### config.mk
export PLATFORM = sky130hd
export DESIGN_NAME = lcd_bus_rx
export DESIGN_NICKNAME = d
export VERILOG_FILES = /design/src/rtl/lcd_pkg.sv /design/src/rtl/lcd_nibble_sync.sv /design/src/rtl/lcd_bus_rx.sv
export SDC_FILE = /design/constraint.sdc
export NUM_CORES = 1
export LEC_CHECK = 0
export ABC_AREA = 0
export CAP_MARGIN = 25
export CORE_ASPECT_RATIO = 1.2
export CORE_MARGIN = 2
export CORE_UTILIZATION = 51
export DETAILED_ROUTE_END_ITERATION = 10
export GPL_TIMING_DRIVEN = 0
export PLACE_DENSITY = 0.86
export SLEW_MARGIN = 15
export SYNTH_ARGS = -nofsm -noshare
export SYNTH_HDL_FRONTEND = slang
export SYNTH_SLANG_ARGS = --single-unit
### constraint.sdc
create_clock -name clk -period 13 [get_ports clk]
set_input_delay 1.95 -clock clk [delete_from_list [all_inputs] [get_ports clk]]
set_output_delay 1.95 -clock clk [all_outputs]
set_load 0.02 [all_outputs]
### src/rtl/lcd_pkg.sv
// Shared constants for the HD44780-style 4-bit bus receiver: command codes,
// DDRAM line bases, default fill character and FSM state encoding.
package lcd_pkg;

    localparam logic [7:0] CMD_CLEAR      = 8'h01;
    localparam logic [7:0] CMD_HOME       = 8'h02;
    localparam logic [7:0] CMD_HOME_MASK  = 8'hFE;
    localparam logic [7:0] CMD_ENTRY      = 8'h04;
    localparam logic [7:0] CMD_ENTRY_MASK = 8'hFC;
    localparam logic [7:0] CMD_DDRAM_MASK = 8'h80;

    localparam logic [6:0] LINE1_BASE = 7'h00;
    localparam logic [6:0] LINE2_BASE = 7'h40;

    localparam logic [7:0] DEF_CLEAR_CHAR = 8'h20;

    localparam logic [1:0] ST_BOOT8 = 2'd0;
    localparam logic [1:0] ST_HI    = 2'd1;
    localparam logic [1:0] ST_LO    = 2'd2;

    // 0x40..0x4F lands on line 2; everything else folds onto line 1 by a[3:0].
    function automatic logic [4:0] ddram_index(input logic [6:0] a);
        if (a[6:4] == LINE2_BASE[6:4])
            return {1'b1, a[3:0]};
        else
            return {1'b0, a[3:0]};
    endfunction

endpackage

### src/rtl/lcd_nibble_sync.sv
// Two-flop synchronizer for the asynchronous LCD bus plus an E falling-edge
// detector; rs/rw/nibble are captured from the synchronized stage at the fall.
module lcd_nibble_sync (
    input  logic       clk,
    input  logic       rst,
    input  logic       lcd_rs,
    input  logic       lcd_rw,
    input  logic       lcd_e,
    input  logic       lcd_4,
    input  logic       lcd_5,
    input  logic       lcd_6,
    input  logic       lcd_7,
    output logic       fall,
    output logic       rs,
    output logic       rw,
    output logic [3:0] nib
);

    logic [6:0] raw;
    logic [6:0] s1;
    logic [6:0] s2;
    logic       e_d;
    logic       e_fall;

    assign raw    = {lcd_e, lcd_rs, lcd_rw, lcd_7, lcd_6, lcd_5, lcd_4};
    assign e_fall = e_d & ~s2[6];

    always_ff @(posedge clk or posedge rst) begin
        if (rst) begin
            s1   <= '0;
            s2   <= '0;
            e_d  <= 1'b0;
            fall <= 1'b0;
            rs   <= 1'b0;
            rw   <= 1'b0;
            nib  <= '0;
        end else begin
            s1   <= raw;
            s2   <= s1;
            e_d  <= s2[6];
            fall <= e_fall;
            if (e_fall)
                {rs, rw, nib} <= s2[5:0];
        end
    end

endmodule

### src/rtl/lcd_bus_rx.sv
// Far-end decoder for the 4-bit LCD bus: tracks 8-bit init, pairs nibbles into
// bytes, executes display commands and rebuilds the 32-char display image.
module lcd_bus_rx
    import lcd_pkg::*;
#(
    parameter int         NIBBLE_TIMEOUT = 50000,
    parameter logic [7:0] CLEAR_CHAR     = DEF_CLEAR_CHAR
) (
    input  logic         clk,
    input  logic         rst,
    input  logic         lcd_rs,
    input  logic         lcd_rw,
    input  logic         lcd_e,
    input  logic         lcd_4,
    input  logic         lcd_5,
    input  logic         lcd_6,
    input  logic         lcd_7,
    output logic [255:0] chars,
    output logic         byte_valid,
    output logic [7:0]   byte_data,
    output logic         byte_rs,
    output logic         mode4,
    output logic [4:0]   cursor,
    output logic         sync_err
);

    localparam int               CNT_W  = $clog2(NIBBLE_TIMEOUT + 1);
    localparam logic [CNT_W-1:0] TO_VAL = CNT_W'(NIBBLE_TIMEOUT);

    logic             fall;
    logic             s_rs;
    logic             s_rw;
    logic [3:0]       s_nib;
    logic             fire;
    logic [1:0]       state;
    logic [3:0]       hi_nib;
    logic             hi_rs;
    logic [CNT_W-1:0] cnt;
    logic             incr;
    logic [31:0][7:0] img;
    logic [7:0]       rx_byte;

    lcd_nibble_sync u_sync (
        .clk    (clk),
        .rst    (rst),
        .lcd_rs (lcd_rs),
        .lcd_rw (lcd_rw),
        .lcd_e  (lcd_e),
        .lcd_4  (lcd_4),
        .lcd_5  (lcd_5),
        .lcd_6  (lcd_6),
        .lcd_7  (lcd_7),
        .fall   (fall),
        .rs     (s_rs),
        .rw     (s_rw),
        .nib    (s_nib)
    );

    // Reads are invisible to the receiver: they never advance the nibble phase.
    assign fire     = fall & ~s_rw;
    assign rx_byte  = {hi_nib, s_nib};
    assign sync_err = (state == ST_LO) && !fire && (cnt == TO_VAL);

    for (genvar i = 0; i < 32; i++) begin : g_img
        assign chars[255-8*i -: 8] = img[i];
    end

    always_ff @(posedge clk or posedge rst) begin
        if (rst) begin
            state      <= ST_BOOT8;
            hi_nib     <= '0;
            hi_rs      <= 1'b0;
            cnt        <= '0;
            incr       <= 1'b1;
            img        <= {32{CLEAR_CHAR}};
            cursor     <= '0;
            mode4      <= 1'b0;
            byte_valid <= 1'b0;
            byte_data  <= '0;
            byte_rs    <= 1'b0;
        end else begin
            byte_valid <= 1'b0;
            case (state)
                ST_BOOT8: begin
                    if (fire && s_nib == 4'h2 && !s_rs) begin
                        mode4 <= 1'b1;
                        state <= ST_HI;
                    end
                end
                ST_HI: begin
                    if (fire) begin
                        hi_nib <= s_nib;
                        hi_rs  <= s_rs;
                        cnt    <= '0;
                        state  <= ST_LO;
                    end
                end
                ST_LO: begin
                    if (fire) begin
                        state      <= ST_HI;
                        cnt        <= '0;
                        byte_valid <= 1'b1;
                        byte_data  <= rx_byte;
                        byte_rs    <= hi_rs;
                        if (hi_rs) begin
                            img[cursor] <= rx_byte;
                            cursor      <= incr ? cursor + 5'd1 : cursor - 5'd1;
                        end else if (rx_byte == CMD_CLEAR) begin
                            img    <= {32{CLEAR_CHAR}};
                            cursor <= '0;
                            incr   <= 1'b1;
                        end else if ((rx_byte & CMD_HOME_MASK) == CMD_HOME) begin
                            cursor <= '0;
                        end else if ((rx_byte & CMD_ENTRY_MASK) == CMD_ENTRY) begin
                            incr <= rx_byte[1];
                        end else if ((rx_byte & CMD_DDRAM_MASK) != 8'h00) begin
                            cursor <= ddram_index(rx_byte[6:0]);
                        end
                    end else if (cnt == TO_VAL) begin
                        state <= ST_HI;
                        cnt   <= '0;
                    end else begin
                        cnt <= cnt + CNT_W'(1);
                    end
                end
                default: state <= ST_BOOT8;
            endcase
        end
    end

endmodule

==> summary.md <==
| Metric | Value |
|---|---|
| Outcome | `complete, no violations` |
| Most common cell in the netlist | `dfrtp_1` |
| PD cells | `145 nW/µm²` |
| Post-DP HPWL | `26.0 mm` |
| CTS resizes | `0` |
| Mapped Nets | `1018` |
| Startpoint types | `flop` |
| Area Overhead vs Synth | `34.1%` |
| GPL Wtd Cong | `0.896` |
| Clk sinks | `318` |
| Register area share after synthesis | `0.625` |
| Post-CTS Setup Inserts | `0` |
| All-Layer GR Usage | `0.290` |
| DR DRC count | `0` |
| Final setup vio count | `0` |
| Clock Path Buffers | `3` |
| Global-route wire length before repair | `59.3 mm` |
| Synth Warn # | `0` |
| Hold buffers post-CTS | `0` |
| Die H | `178 µm` |
| Unrepaired setup endpoints after global routing | `no` |
| Count of pins over their slew limit | `0` |
| HP Class | `reg -> reg` |
| CP Launch Point | `cnt[0]` |
| Critical path class | `reg -> out` |
| TritonCTS buffer count | `31` |
| Initial core utilization | `0.519` |
| Tot Pwr | `2.49 mW` |
| Cell count after synthesis | `1003` |
| Fin nets | `1335` |
| Die Span X | `149 µm` |
| Synth area leader | `dfrtp_1` |
| Critical Path End Type | `primary output` |
| Largest net degree at the start of global routing | `121` |
| CP Max Fanout | `5` |
| Final hold vios | `0` |
| RR Startpoint | `cursor[0]` |
| R2R cell count | `4` |
| Hold_ws | `0.354 ns` |
| Ys async rst share | `1.00` |
| Grt total ovfl | `0` |
| Reg-to-reg slack, setup | `9.83 ns` |
| Post-Place Cells | `1612` |
| Crit path capture | `sync_err` |
| Vias in the first global route | `10000` |
| Clock transition at path regs | `0.06 ns` |
| CTS tree | `done` |
| LEAKAGE | `7.37 nW` |
| Top cells by area, synth | `dfrtp_1 56%, a22o_1 15%, dfstp_2 6.8%, o21ai_4 3.4%, nor2_1 2.5%` |
| Commonest cells post-synth | `285 x dfrtp_1, 224 x a22o_1, 84 x nor2_1` |
| Post-layout min period | `4.76 ns` |
| First drt pass iteration count | `6` |
| Synth top area share | `0.557` |
| Fillers | `1736` |
| Maximum clock rate | `210 MHz` |
| Crit path DAT | `2.81 ns` |
| Die area | `26400 µm²` |
| VDD IR-drop max | `0.136 mV` |
| Layout cells sized above 1 | `0.109` |
| Mapped Area | `12800 µm²` |
| Clk_lat worst skew | `0.55 ns` |
| Post-synth EDFFs | `0` |
| Netlist cell types | `56` |
| Max-Cap Viols | `0` |
| Post-synth top flop | `dfrtp_1` |
| Cell Area, Placed | `16100 µm²` |
| I/O pin cnt | `282` |
| Antenna cells | `0` |
| Register bit count reported by yosys | `318` |
| Avg Cell Area, Syn | `12.8 µm²` |
| # H-tree levels | `1` |
| Initial DRC count | `883` |
| Drt wl/cell | `23.2 µm` |
| Core Box Area | `24700 µm²` |
| Clock Root Buffer | `clkbuf_16` |
| IO Port Bufs | `281` |
| Drt via density | `6.02` |
| ANT nets after route | `0` |
| Initial antenna violation count | `0` |
| Critical Path RT | `11.05 ns` |
| Slew headroom | `0.292` |
| Clock Skew | `0.0123 ns` |
| Cell area after layout | `17200 µm²` |
| Non-filler cells, final | `1669` |
| Period utilization | `0.366` |
| Slew @ Worst Pin | `1.06 ns` |
| Final Routed Wirelength | `38.7 mm` |
| DR vias | `10000` |
| RR Endpoint | `chars[216]` |
| # rows | `63` |
[layout make-up]
type / instances / area, µm² / area share
inverter: 46 / 180 / 0.0105
multi-input combinational: 580 / 4330 / 0.252
tap: 325 / 407 / 0.0237
buffer: 59 / 294 / 0.0171
sequential: 318 / 8000 / 0.466
clock buffer: 40 / 870 / 0.0507
timing repair buffer: 284 / 2900 / 0.169
clock inverter: 17 / 181 / 0.0106
[cells in the final DEF, fill, tap and decap left out, types with 15 or more instances in the layout]
cell type	n
nand2_1	40
inv_1	43
a21oi_1	42
o21ai_0	15
a2bb2oi_1	32
nor2_1	84
clkbuf_16	31
clkdlybuf4s50_1	281
dfrtp_1	285
clkbuf_1	44
o21ai_4	27
a22o_1	224
dfstp_2	33
[registers in the layout, indices dropped and copies added, names as in the netlist, 2 cells and up]
name / flops
u_sync.s1: 7
state: 2
cursor: 5
u_sync.nib: 4
byte_data: 8
hi_nib: 4
cnt: 16
u_sync.s2: 7
chars: 256
[stage by stage]
step	setup TNS [ns]	setup WS, ns	utilization
CTS	0	8.22	0.695
global route	0	8.08	0.695
detailed placement	0	8.86	0.653
finish	0	8.24	0.695
global placement	-251.04	-0.907	0.649
floorplan	0	2.31	-
[worst max-delay path, stage by stage (launching register included)]
cell and delay (ns):
dfrtp_1 0.42, inv_1 0.08, ha_1 0.14, nor4bb_1 0.28
nand4_1 0.24, nor4_1 0.41, clkdlybuf4s50_1 0.70
[where the power goes]
part | internal [mW] | switching [mW] | total, mW
Clock | 0.533 | 0.389 | 0.922
Combinational | 0.149 | 0.338 | 0.487
Sequential | 1.04 | 0.0375 | 1.08
Total | 1.72 | 0.765 | 2.49
[kinds of logic (layout without fill, tap and decap cells)]
kind of cell | Yosys count | in the layout | synth area share
flip-flops | 318 | 318 | 0.625
multiplexers | 12 | 12 | 0.0103
AND/OR/NAND/NOR | 187 | 187 | 0.0685
XOR/XNOR | 10 | 10 | 0.00684
adder cells (fa/ha/maj) | 6 | 6 | 0.00645
AO/OA/AOI/OAI | 365 | 365 | 0.246
buffers and inverters | 105 | 446 | 0.0365
[per-layer routing]
layer / up-vias / wire length (µm) / global-route usage
met5: - / 0 / 0
met4: 0 / 1510 / 0.102
met3: 90 / 2880 / 0.0553
met2: 468 / 18900 / 0.482
met1: 5149 / 15400 / 0.383
li1: 4342 / - / -
[worst min path at each step]
stage	start	endpoint	slack, ns	cells past startpoint
after floorplan	u_sync.s1[0]	u_sync.s2[0]	0.33	0
after global placement	u_sync.s1[2]	u_sync.s2[2]	0.33	0
after detailed placement	u_sync.s1[6]	u_sync.s2[6]	0.34	0
after CTS	u_sync.s1[3]	u_sync.s2[3]	0.36	0
after global routing	u_sync.s1[6]	u_sync.s2[6]	0.36	0
final	u_sync.s1[6]	u_sync.s2[6]	0.35	0
Power figures use the tool's default switching activity.
